### src/rtl/axi_sram_bridge_pkg.sv
// rtl/axi_sram_bridge_pkg.sv - FSM encodings and AXI constants for axi_sram_bridge
package axi_sram_bridge_pkg;

  typedef enum logic [1:0] {
    R_IDLE = 2'd0,
    R_AR   = 2'd1,
    R_WAIT = 2'd2
  } r_state_t;

  typedef enum logic [1:0] {
    W_IDLE = 2'd0,
    W_AW_W = 2'd1,
    W_RESP = 2'd2
  } w_state_t;

  localparam logic [1:0] BURST_INCR  = 2'b01;
  localparam logic [3:0] ID_INST     = 4'd0;
  localparam logic [3:0] ID_DATA     = 4'd1;
  localparam logic [1:0] RESP_SLVERR = 2'b10;
  localparam logic [1:0] RESP_DECERR = 2'b11;

  // SLVERR and DECERR are the only responses treated as bus errors
  function automatic logic resp_is_err(input logic [1:0] resp);
    return (resp == RESP_SLVERR) || (resp == RESP_DECERR);
  endfunction

endpackage

### src/rtl/bridge_wstrb_gen.sv
// rtl/bridge_wstrb_gen.sv - byte-lane write strobe from access size and low address bits
module bridge_wstrb_gen (
  input  logic [1:0] size,
  input  logic [1:0] addr_lo,
  output logic [3:0] wstrb
);

  // byte: one lane, half: lower or upper pair, word (and unused code 3): all lanes
  always_comb begin
    wstrb = 4'b1111;
    case (size)
      2'd0:    wstrb = 4'b0001 << addr_lo;
      2'd1:    wstrb = addr_lo[1] ? 4'b1100 : 4'b0011;
      default: wstrb = 4'b1111;
    endcase
  end

endmodule

### src/rtl/axi_sram_bridge.sv
// rtl/axi_sram_bridge.sv - SRAM-like inst/data ports to single-beat AXI3 master; BRIDGE_BUS_ERR_EN adds inst_err/data_err
module axi_sram_bridge
  import axi_sram_bridge_pkg::*;
#(
  parameter int ADDR_W = 32,
  parameter int DATA_W = 32
) (
  input  logic              aclk,
  input  logic              aresetn,
  input  logic              inst_req,
  input  logic [1:0]        inst_size,
  input  logic [ADDR_W-1:0] inst_addr,
  output logic              inst_addr_ok,
  output logic              inst_data_ok,
  output logic [DATA_W-1:0] inst_rdata,
  input  logic              data_req,
  input  logic              data_wr,
  input  logic [1:0]        data_size,
  input  logic [ADDR_W-1:0] data_addr,
  input  logic [DATA_W-1:0] data_wdata,
  output logic              data_addr_ok,
  output logic              data_data_ok,
  output logic [DATA_W-1:0] data_rdata,
  output logic [3:0]        arid,
  output logic [ADDR_W-1:0] araddr,
  output logic [7:0]        arlen,
  output logic [2:0]        arsize,
  output logic [1:0]        arburst,
  output logic [1:0]        arlock,
  output logic [3:0]        arcache,
  output logic [2:0]        arprot,
  output logic              arvalid,
  input  logic              arready,
  input  logic [3:0]        rid,
  input  logic [DATA_W-1:0] rdata,
  input  logic [1:0]        rresp,
  input  logic              rlast,
  input  logic              rvalid,
  output logic              rready,
  output logic [3:0]        awid,
  output logic [ADDR_W-1:0] awaddr,
  output logic [7:0]        awlen,
  output logic [2:0]        awsize,
  output logic [1:0]        awburst,
  output logic [1:0]        awlock,
  output logic [3:0]        awcache,
  output logic [2:0]        awprot,
  output logic              awvalid,
  input  logic              awready,
  output logic [3:0]        wid,
  output logic [DATA_W-1:0] wdata,
  output logic [DATA_W/8-1:0] wstrb,
  output logic              wlast,
  output logic              wvalid,
  input  logic              wready,
  input  logic [3:0]        bid,
  input  logic [1:0]        bresp,
  input  logic              bvalid,
  output logic              bready
`ifdef BRIDGE_BUS_ERR_EN
  ,
  output logic              inst_err,
  output logic              data_err
`endif
);

  r_state_t          r_state;
  logic [ADDR_W-1:0] ar_addr_q;
  logic [1:0]        ar_size_q;
  logic [3:0]        ar_id_q;

  w_state_t          w_state;
  logic [ADDR_W-1:0] aw_addr_q;
  logic [1:0]        aw_size_q;
  logic [DATA_W-1:0] wdata_q;
  logic              aw_done;
  logic              w_done;

  logic r_idle;
  logic w_idle;
  logic wr_hazard;
  logic data_rd_go;
  logic data_wr_go;
  logic inst_go;
  logic r_fire;
  logic r_is_data;
  logic rd_data_fire;
  logic b_fire;

  assign r_idle = (r_state == R_IDLE);
  assign w_idle = (w_state == W_IDLE);

  // a load may not overtake a store to the same word that is still in flight
  assign wr_hazard  = !w_idle && (data_addr[ADDR_W-1:2] == aw_addr_q[ADDR_W-1:2]);
  assign data_rd_go = r_idle && data_req && !data_wr && !wr_hazard;
  assign inst_go    = r_idle && inst_req && !data_rd_go;
  assign data_wr_go = w_idle && data_req && data_wr;

  assign inst_addr_ok = inst_go;
  assign data_addr_ok = data_rd_go || data_wr_go;

  // rready is permanently high in R_WAIT, so rvalid alone completes the beat
  assign r_fire       = (r_state == R_WAIT) && rvalid;
  assign r_is_data    = (ar_id_q == ID_DATA);
  assign rd_data_fire = r_fire && r_is_data;

  // a data read beat takes the shared data_data_ok pulse; the write response waits a cycle
  assign bready = (w_state == W_RESP) && !rd_data_fire;
  assign b_fire = bvalid && bready;

  assign inst_data_ok = r_fire && !r_is_data;
  assign inst_rdata   = inst_data_ok ? rdata : '0;
  assign data_data_ok = rd_data_fire || b_fire;
  assign data_rdata   = rd_data_fire ? rdata : '0;

  assign arid    = ar_id_q;
  assign araddr  = ar_addr_q;
  assign arlen   = 8'd0;
  assign arsize  = {1'b0, ar_size_q};
  assign arburst = BURST_INCR;
  assign arlock  = 2'b00;
  assign arcache = 4'b0000;
  assign arprot  = 3'b000;
  assign arvalid = (r_state == R_AR);
  assign rready  = (r_state == R_WAIT);

  assign awid    = ID_DATA;
  assign awaddr  = aw_addr_q;
  assign awlen   = 8'd0;
  assign awsize  = {1'b0, aw_size_q};
  assign awburst = BURST_INCR;
  assign awlock  = 2'b00;
  assign awcache = 4'b0000;
  assign awprot  = 3'b000;
  assign awvalid = (w_state == W_AW_W) && !aw_done;
  assign wid     = ID_DATA;
  assign wdata   = wdata_q;
  assign wlast   = 1'b1;
  assign wvalid  = (w_state == W_AW_W) && !w_done;

  bridge_wstrb_gen u_wstrb_gen (
    .size    (aw_size_q),
    .addr_lo (aw_addr_q[1:0]),
    .wstrb   (wstrb)
  );

`ifdef BRIDGE_BUS_ERR_EN
  assign inst_err = inst_data_ok && resp_is_err(rresp);
  assign data_err = (rd_data_fire && resp_is_err(rresp)) || (b_fire && resp_is_err(bresp));

  logic unused_inputs;
  assign unused_inputs = ^{rid, rlast, bid};
`else
  logic unused_inputs;
  assign unused_inputs = ^{rid, rlast, bid, rresp, bresp};
`endif

  // read channel: latch the winning request, present AR, then take the single R beat
  always_ff @(posedge aclk) begin
    if (!aresetn) begin
      r_state   <= R_IDLE;
      ar_addr_q <= '0;
      ar_size_q <= 2'd0;
      ar_id_q   <= ID_INST;
    end else begin
      case (r_state)
        R_IDLE: begin
          if (data_rd_go) begin
            ar_addr_q <= data_addr;
            ar_size_q <= data_size;
            ar_id_q   <= ID_DATA;
            r_state   <= R_AR;
          end else if (inst_go) begin
            ar_addr_q <= inst_addr;
            ar_size_q <= inst_size;
            ar_id_q   <= ID_INST;
            r_state   <= R_AR;
          end
        end
        R_AR: begin
          if (arready) r_state <= R_WAIT;
        end
        R_WAIT: begin
          if (rvalid) r_state <= R_IDLE;
        end
        default: r_state <= R_IDLE;
      endcase
    end
  end

  // write channel: AW and W complete independently, then wait for the B response
  always_ff @(posedge aclk) begin
    if (!aresetn) begin
      w_state   <= W_IDLE;
      aw_addr_q <= '0;
      aw_size_q <= 2'd0;
      wdata_q   <= '0;
      aw_done   <= 1'b0;
      w_done    <= 1'b0;
    end else begin
      case (w_state)
        W_IDLE: begin
          if (data_wr_go) begin
            aw_addr_q <= data_addr;
            aw_size_q <= data_size;
            wdata_q   <= data_wdata;
            aw_done   <= 1'b0;
            w_done    <= 1'b0;
            w_state   <= W_AW_W;
          end
        end
        W_AW_W: begin
          if ((aw_done || awready) && (w_done || wready)) begin
            aw_done <= 1'b0;
            w_done  <= 1'b0;
            w_state <= W_RESP;
          end else begin
            if (awready) aw_done <= 1'b1;
            if (wready)  w_done  <= 1'b1;
          end
        end
        W_RESP: begin
          if (b_fire) w_state <= W_IDLE;
        end
        default: w_state <= W_IDLE;
      endcase
    end
  end

endmodule

### config.mk
export PLATFORM = sky130hd
export DESIGN_NAME = axi_sram_bridge
export DESIGN_NICKNAME = d
export VERILOG_FILES = /design/src/rtl/axi_sram_bridge_pkg.sv /design/src/rtl/bridge_wstrb_gen.sv /design/src/rtl/axi_sram_bridge.sv
export SDC_FILE = /design/constraint.sdc
export NUM_CORES = 1
export LEC_CHECK = 0
export BUFFER_PORTS_ARGS = -buffer_cell sky130_fd_sc_hd__buf_4
export CORE_AREA = 2 2 150 152
export DETAILED_ROUTE_END_ITERATION = 8
export DIE_AREA = 0 0 152 154
export HOLD_SLACK_MARGIN = 0.12
export PLACE_DENSITY = 0.6
export SYNTH_ARGS = -nofsm -noshare
export SYNTH_HDL_FRONTEND = slang
export SYNTH_SLANG_ARGS = --single-unit
### constraint.sdc
create_clock -name aclk -period 2.1 [get_ports aclk]
set_input_delay 0.105 -clock aclk [delete_from_list [all_inputs] [get_ports aclk]]
set_output_delay 0.105 -clock aclk [all_outputs]
set_load 0.1 [all_outputs]
; ---- Word-level counts from Yosys, hierarchy flattened
; Index checks and enable logic that the tools add are counted.
[totals]
regBits = 110
ram_bits = 0
rom_bits = 0
out_inout_bits = 230
wordCells = 91
memories = 0
latchBits = 0
[op_classes]
order_cmp = 0
n_addsub = 0
bitwise = 0
n_mul = 0
muxes = 26
n_div = 0
shifts = 1
n_eq_ne = 15
reduce_logical = 39
[op_table]
columns = op, n
row1 = $mux 32, 4
row2 = $eq 30x30->1, 1
row3 = $mux 2, 9
row4 = $logic_and 1x1->1, 16
row5 = $mux 4, 3
row6 = $pmux 2 s3, 2
row7 = $reduce_and 3->1, 4
row8 = $ne 3x2->1 const B, 3
row9 = $logic_not 1->1, 8
row10 = $pmux 4 s2, 1
row11 = $eq 2x1->1 const B, 3
row12 = $logic_not 2->1, 3
row13 = $ne 2x1->1 const B, 3
row14 = $mux 1, 5
row15 = $eq 2x2->1 const B, 2
row16 = $eq 4x1->1 const B, 1
row17 = $logic_or 1x1->1, 4
row18 = $ne 2x2->1 const B, 2
row19 = $pmux 1 s2, 2
row20 = $reduce_and 2->1, 2
row21 = $reduce_bool 2->1, 2
row22 = $shl 1x2->4 const A, 1

; ---- Longest topological paths before layout
[logic_depth]
ltp_word = 10
ltp_mapped = 7
depth_no_buf = 5

; ---- By module
; A second synthesis with hierarchy kept.
[unflattened]
hier_cells = 695
area_unflattened_um2 = 5688.0
[modules_own_cells]
columns = mod, seq_area_each_um2, instances, area_each_um2, cells_each
row1 = axi_sram_bridge, 2142.1, 1, 5644.2, 688
row2 = bridge_wstrb_gen, 0.0, 1, 43.8, 7

; ---- Least setup slack after synthesis
; Ideal clock, no wire load.
[synth_timing]
path_type = reg-to-output
startpoint = register r_state[1]
endpoint = output inst_rdata[22]
path_slack_ns = -2.049
stages_incl_launch_ff = 6
arrival_time_ns = 4.044
required_time_ns = 1.995
path_buffers = 1
cell_sequence = dfxtp_1 > nor2b_1 > nand2_1 > nor2_1 > clkbuf_1 > and2_1
[synth_via]
elab_chain_cells = 4
[synth_lines]
columns = item, line_no
row1 = from (decl), axi_sram_bridge.sv:67  ; r_state_t r_state;
row2 = from (signal assigned), axi_sram_bridge.sv:161  ; r_state <= R_IDLE;
row3 = from (signal assigned), axi_sram_bridge.sv:172  ; r_state <= R_AR;
row4 = from (signal assigned), axi_sram_bridge.sv:177  ; r_state <= R_AR;
row5 = $eq 2x2->1, -
row6 = named net rready, axi_sram_bridge.sv:39  ; output logic rready,
row7 = $logic_and 1x1->1, axi_sram_bridge.sv:103  ; assign r_fire = (r_state == R_WAIT) && rvalid;
row8 = $logic_and 1x1->1, axi_sram_bridge.sv:111  ; assign inst_data_ok = r_fire && !r_is_data;
row9 = named net inst_data_ok, axi_sram_bridge.sv:14  ; output logic inst_data_ok,
row10 = $mux 32, axi_sram_bridge.sv:112  ; assign inst_rdata = inst_data_ok ? rdata : '0;
row11 = to (decl), axi_sram_bridge.sv:15  ; output logic [DATA_W-1:0] inst_rdata,
; The timed path passes the listed nets, and every way through them passes these cells.

; ---- Worst setup path in the final report
[layout_timing]
startpoint = register aw_addr_q[17], in the netlist awaddr[17]
endpoint = output inst_addr_ok
[layout_via]
elab_chain_cells = 6
[layout_lines]
columns = item, line_no
row1 = from (decl), axi_sram_bridge.sv:73  ; logic [ADDR_W-1:0] aw_addr_q;
row2 = from (signal assigned), axi_sram_bridge.sv:204  ; aw_addr_q <= data_addr;
row3 = $eq 30x30->1, axi_sram_bridge.sv:94  ; assign wr_hazard = !w_idle && (data_addr[ADDR_W-1:2] == aw_addr_q[ADDR_W-1:2]);
row4 = $logic_and 1x1->1, axi_sram_bridge.sv:94
row5 = $logic_not 1->1, axi_sram_bridge.sv:95  ; assign data_rd_go = r_idle && data_req && !data_wr && !wr_hazard;
row6 = $logic_and 1x1->1, axi_sram_bridge.sv:95
row7 = $logic_not 1->1, axi_sram_bridge.sv:96  ; assign inst_go = r_idle && inst_req && !data_rd_go;
row8 = $logic_and 1x1->1, axi_sram_bridge.sv:96
row9 = to (decl), axi_sram_bridge.sv:13  ; output logic inst_addr_ok,
; No other way between the ends.

==> summary.md <==
| Metric | Value |
|---|---|
| Cell Rows | `54` |
| Total Negative Setup Slacks | `0 ps` |
| Vertical extent of the die | `154 µm` |
| Total track usage | `18.28%` |
| Portion of netlist area occupied by mux cells | `5.983%` |
| Distinct cell type count after synthesis | `33` |
| Cell chosen for the clock root | `sky130_fd_sc_hd__clkbuf_16` |
| CTS tree | `done` |
| Crit Path Category | `reg -> out` |
| GRT Residual Overflow | `0` |
| Antenna violation net count after detailed routing | `0` |
| Most used cells in the layout excluding fill and tap cells | `334 x sky130_fd_sc_hd__buf_4, 168 x sky130_fd_sc_hd__nand2_1, 77 x sky130_fd_sc_hd__dfxtp_1, 71 x sky130_fd_sc_hd__dlygate4sd3_1, 68 x sky130_fd_sc_hd__a21boi_0` |
| Total of warnings raised by yosys | `0` |
| Worst Hold Class | `in -> reg` |
| Synth Area in Simple Gates | `25.63%` |
| Average vias per placed instance | `4.283` |
| Maximum vdd ir drop | `0.0004230 V` |
| Run status | `complete, no violations` |
| Clock net sink count | `107` |
| Critical path fanouts, max | `4` |
| Antenna violations before repair | `4` |
| Slack of the worst reg-to-reg path | `150 ps` |
| Post-synthesis cell count | `695` |
| Critical path required time | `2000 ps` |
| Post-route clock skew | `10.20 ps` |
| Num CTS Buffers | `9` |
| Layout Cells excl Fill | `1,359` |
| Most frequent standard cell in the layout excluding fill and tap cells | `sky130_fd_sc_hd__buf_4` |
| Unrepaired setup endpoints after global routing | `yes` |
| Pwr dens | `736.6 mW/mm²` |
| Area of the core region | `0.02169 mm²` |
| Starting DRC count in detailed routing | `238` |
| Post-layout minimum cycle time | `2069 ps` |
| # IOs | `385` |
| Worst hold slack after final layout | `132.4 ps` |
| Main combinational cell family by area after synthesis | `simple AND/OR/NAND/NOR gates` |
| Transition time at the pin with the least slew margin | `684.5 ps` |
| Mapped Area | `0.005688 mm²` |
| Adder and majority cell fraction of the synthesized area | `0%` |
| Area of the die | `0.02341 mm²` |
| Crit share post-route | `98.53%` |
| Worst reg2reg endpoint | `araddr[14]` |
| First-pass iteration count of the detailed router | `4` |
| Global-route wire length before repair | `33,130 µm` |
| Hold Path Origin | `inst_addr[11]` |
| Async SR Flop Fraction | `0%` |
| Fraction of final layout cells sized beyond drive strength 1 | `44.24%` |
| Effective utilization at floorplan | `26.23%` |
| Number of vias in the routed layout | `5,821` |
| Routed wire per std cell | `16.41 µm` |
| Worst setup EP type | `output port` |
| Tot Pwr | `0.007126 W` |
| Cell type with the highest aggregate area in the netlist | `sky130_fd_sc_hd__dfxtp_1` |
| Net count, final | `1,226` |
| Max-capacitance violation count | `0` |
| Arr. time, crit path | `1960 ps` |
| Worst stage delay on the critical path | `340 ps` |
| Achievable clock frequency | `483.3 MHz` |
| Crit-path slowest cell | `sky130_fd_sc_hd__dfxtp_2` |
| Filler cells | `2,195` |
| Fraction of synthesized cell area taken by the top area cell type | `37.66%` |
| Average instance area after synthesis | `8.184 µm²` |
| Wire length reported by the detailed router | `22,310 µm` |
| Worst Reg2Reg Path Length in Cells | `7` |
| HPWL Detailed | `17,100 µm` |
| Quantity of I/O buffers inserted on ports | `319` |
| Area of the multi-input gates | `0.003402 mm²` |
| Final weighted congestion in routability-driven placement | `0.7773` |
| Post-placement cell count | `1,265` |
| Type of element launching the critical path | `flop` |
| Combined flip-flop and latch cell area | `0.002190 mm²` |
| Top flip-flop cell by instance count after synthesis | `sky130_fd_sc_hd__dfxtp_1` |
| Clock input transition at the sequential cells of the worst setup and hold paths | `80 ps` |
| Area added between synthesis and finish | `70.08%` |
| Share of the yosys chip area belonging to registers | `37.66%` |
| Final worst-path setup slack | `30.95 ps` |
| Vias in the first global route | `5,662` |
| Clock latency at the later pin of the worst-skew pair | `350 ps` |
| Largest net degree at the start of global routing | `67` |
| Die X-Extent | `152 µm` |
| Endpoints failing hold | `0` |
| Number of slew-limit violations in the final report | `0` |
| Family with the most delay on the worst path | `simple AND/OR/NAND/NOR gates` |
| Slew Limit Headroom | `54.32%` |
| Leakage power total | `4.453 nW` |
| Buffers and inverters on the worst path | `1` |
| Compound-cell area share of the yosys netlist | `15.18%` |
| Worst slack at placement | `-179.7 ps` |
| Maximum buffer depth of the clock tree | `2` |
| End point of the most critical hold path | `araddr[11]` |
| DRC | `0` |
| Critical R2R Launch | `awaddr[17]` |
| Number of flops mapped to enable cells by yosys | `0` |
| H-tree lvl count | `3` |
| Ordered cell list for the critical path | `xor2_1, nor4_2, nand4_1, o21a_4, nor2b_4, buf_12` |
| Area share of xor/xnor cells in the synthesized design | `4.619%` |
| Number of synthesized register bits | `107` |
| Leading cell types by total area after synthesis | `sky130_fd_sc_hd__dfxtp_1 38%, sky130_fd_sc_hd__nand2_1 11%, sky130_fd_sc_hd__a21boi_0 9.0%` |
| Finish-stage setup viols | `0` |
| Count of cells along the worst hold path | `4` |
synth_stat cells (6+ instances only):
cell type,n
sky130_fd_sc_hd__nor4_1,7
sky130_fd_sc_hd__nor2_1,9
sky130_fd_sc_hd__and2_1,64
sky130_fd_sc_hd__xor2_1,30
sky130_fd_sc_hd__a21boi_0,68
sky130_fd_sc_hd__nand2b_1,37
sky130_fd_sc_hd__o211ai_1,34
sky130_fd_sc_hd__nor2b_1,6
sky130_fd_sc_hd__clkbuf_1,34
sky130_fd_sc_hd__mux2i_1,34
sky130_fd_sc_hd__buf_4,53
sky130_fd_sc_hd__nand2_1,168
sky130_fd_sc_hd__dfxtp_1,107
power breakdown:
group | switching [W] | internal [W]
Combinational | 0.00226 | 0.000779
Sequential | 0.000106 | 0.00219
Clock | 0.000827 | 0.000962
routing by layer:
layer / vias up / wire length, µm / global-route usage [%]
met5: - / 12 / 0
met4: 2 / 437 / 5.207
met3: 26 / 1723 / 6.483
met2: 218 / 11240 / 32.75
met1: 2651 / 8888 / 20.45
li1: 2924 / - / -
worst register-to-register path: cells and delay by family, from the launching register on:
kind	cells	cell delay, ps
buf+inv	2	380
flops	1	340
xor+xnor	1	170
compound gates	1	280
simple gates	2	490
mux	1	180
logic make-up after synthesis:
kind of cell	after synthesis
flip-flops	107
buffers and inverters	103
XOR/XNOR	30
AO/OA/AOI/OAI	116
multiplexers	34
other	2
AND/OR/NAND/NOR	303
registers in the layout, summed over array words and instances, names as in the netlist:
signal / flops
aw_done: 1
araddr: 32
aw_size_q: 2
w_done: 1
w_state: 2
ar_size_q: 2
r_state: 2
wdata: 32
awaddr: 32
arid: 1
final cells by class:
cell class | instances | area share [%]
Sequential cell | 107 | 22.63
Clock inverter | 4 | 0.3621
Inverter | 3 | 0.1164
Tap cell | 280 | 3.621
Timing Repair Buffer | 415 | 35.15
Clock buffer | 12 | 2.871
Antenna cell | 3 | 0.07760
Multi-Input combinational cell | 535 | 35.17
worst max-delay path by stage:
stage	slack [ps]	endpoint	cells after the start	start
after global placement	-80	araddr[14]	5	r_state[0]
after global routing	-70	inst_addr_ok	6	awaddr[10]
final	30	inst_addr_ok	6	awaddr[17]
after CTS	-30	inst_addr_ok	6	awaddr[10]
after detailed placement	-180	araddr[14]	5	r_state[0]
after floorplan	-90	inst_rdata[22]	5	r_state[1]
timing repair:
item / CTS / global route
buffers inserted: 4 / 0
hold buffers: 71 / 0
hold endpoints to repair: 102 / 0
pin swaps: 4 / 0
endpoints found under the setup margin: 24 / 34
resized for setup: 14 / 3
per-stage QoR:
stage	cell area (µm²)	util, %
detailed placement	8526	39.31
finish	9674	44.61
global route	9667	44.57
floorplan	6142	-
CTS	9651	44.50
global placement	8526	39.31
(Power assumes the default switching activity.)
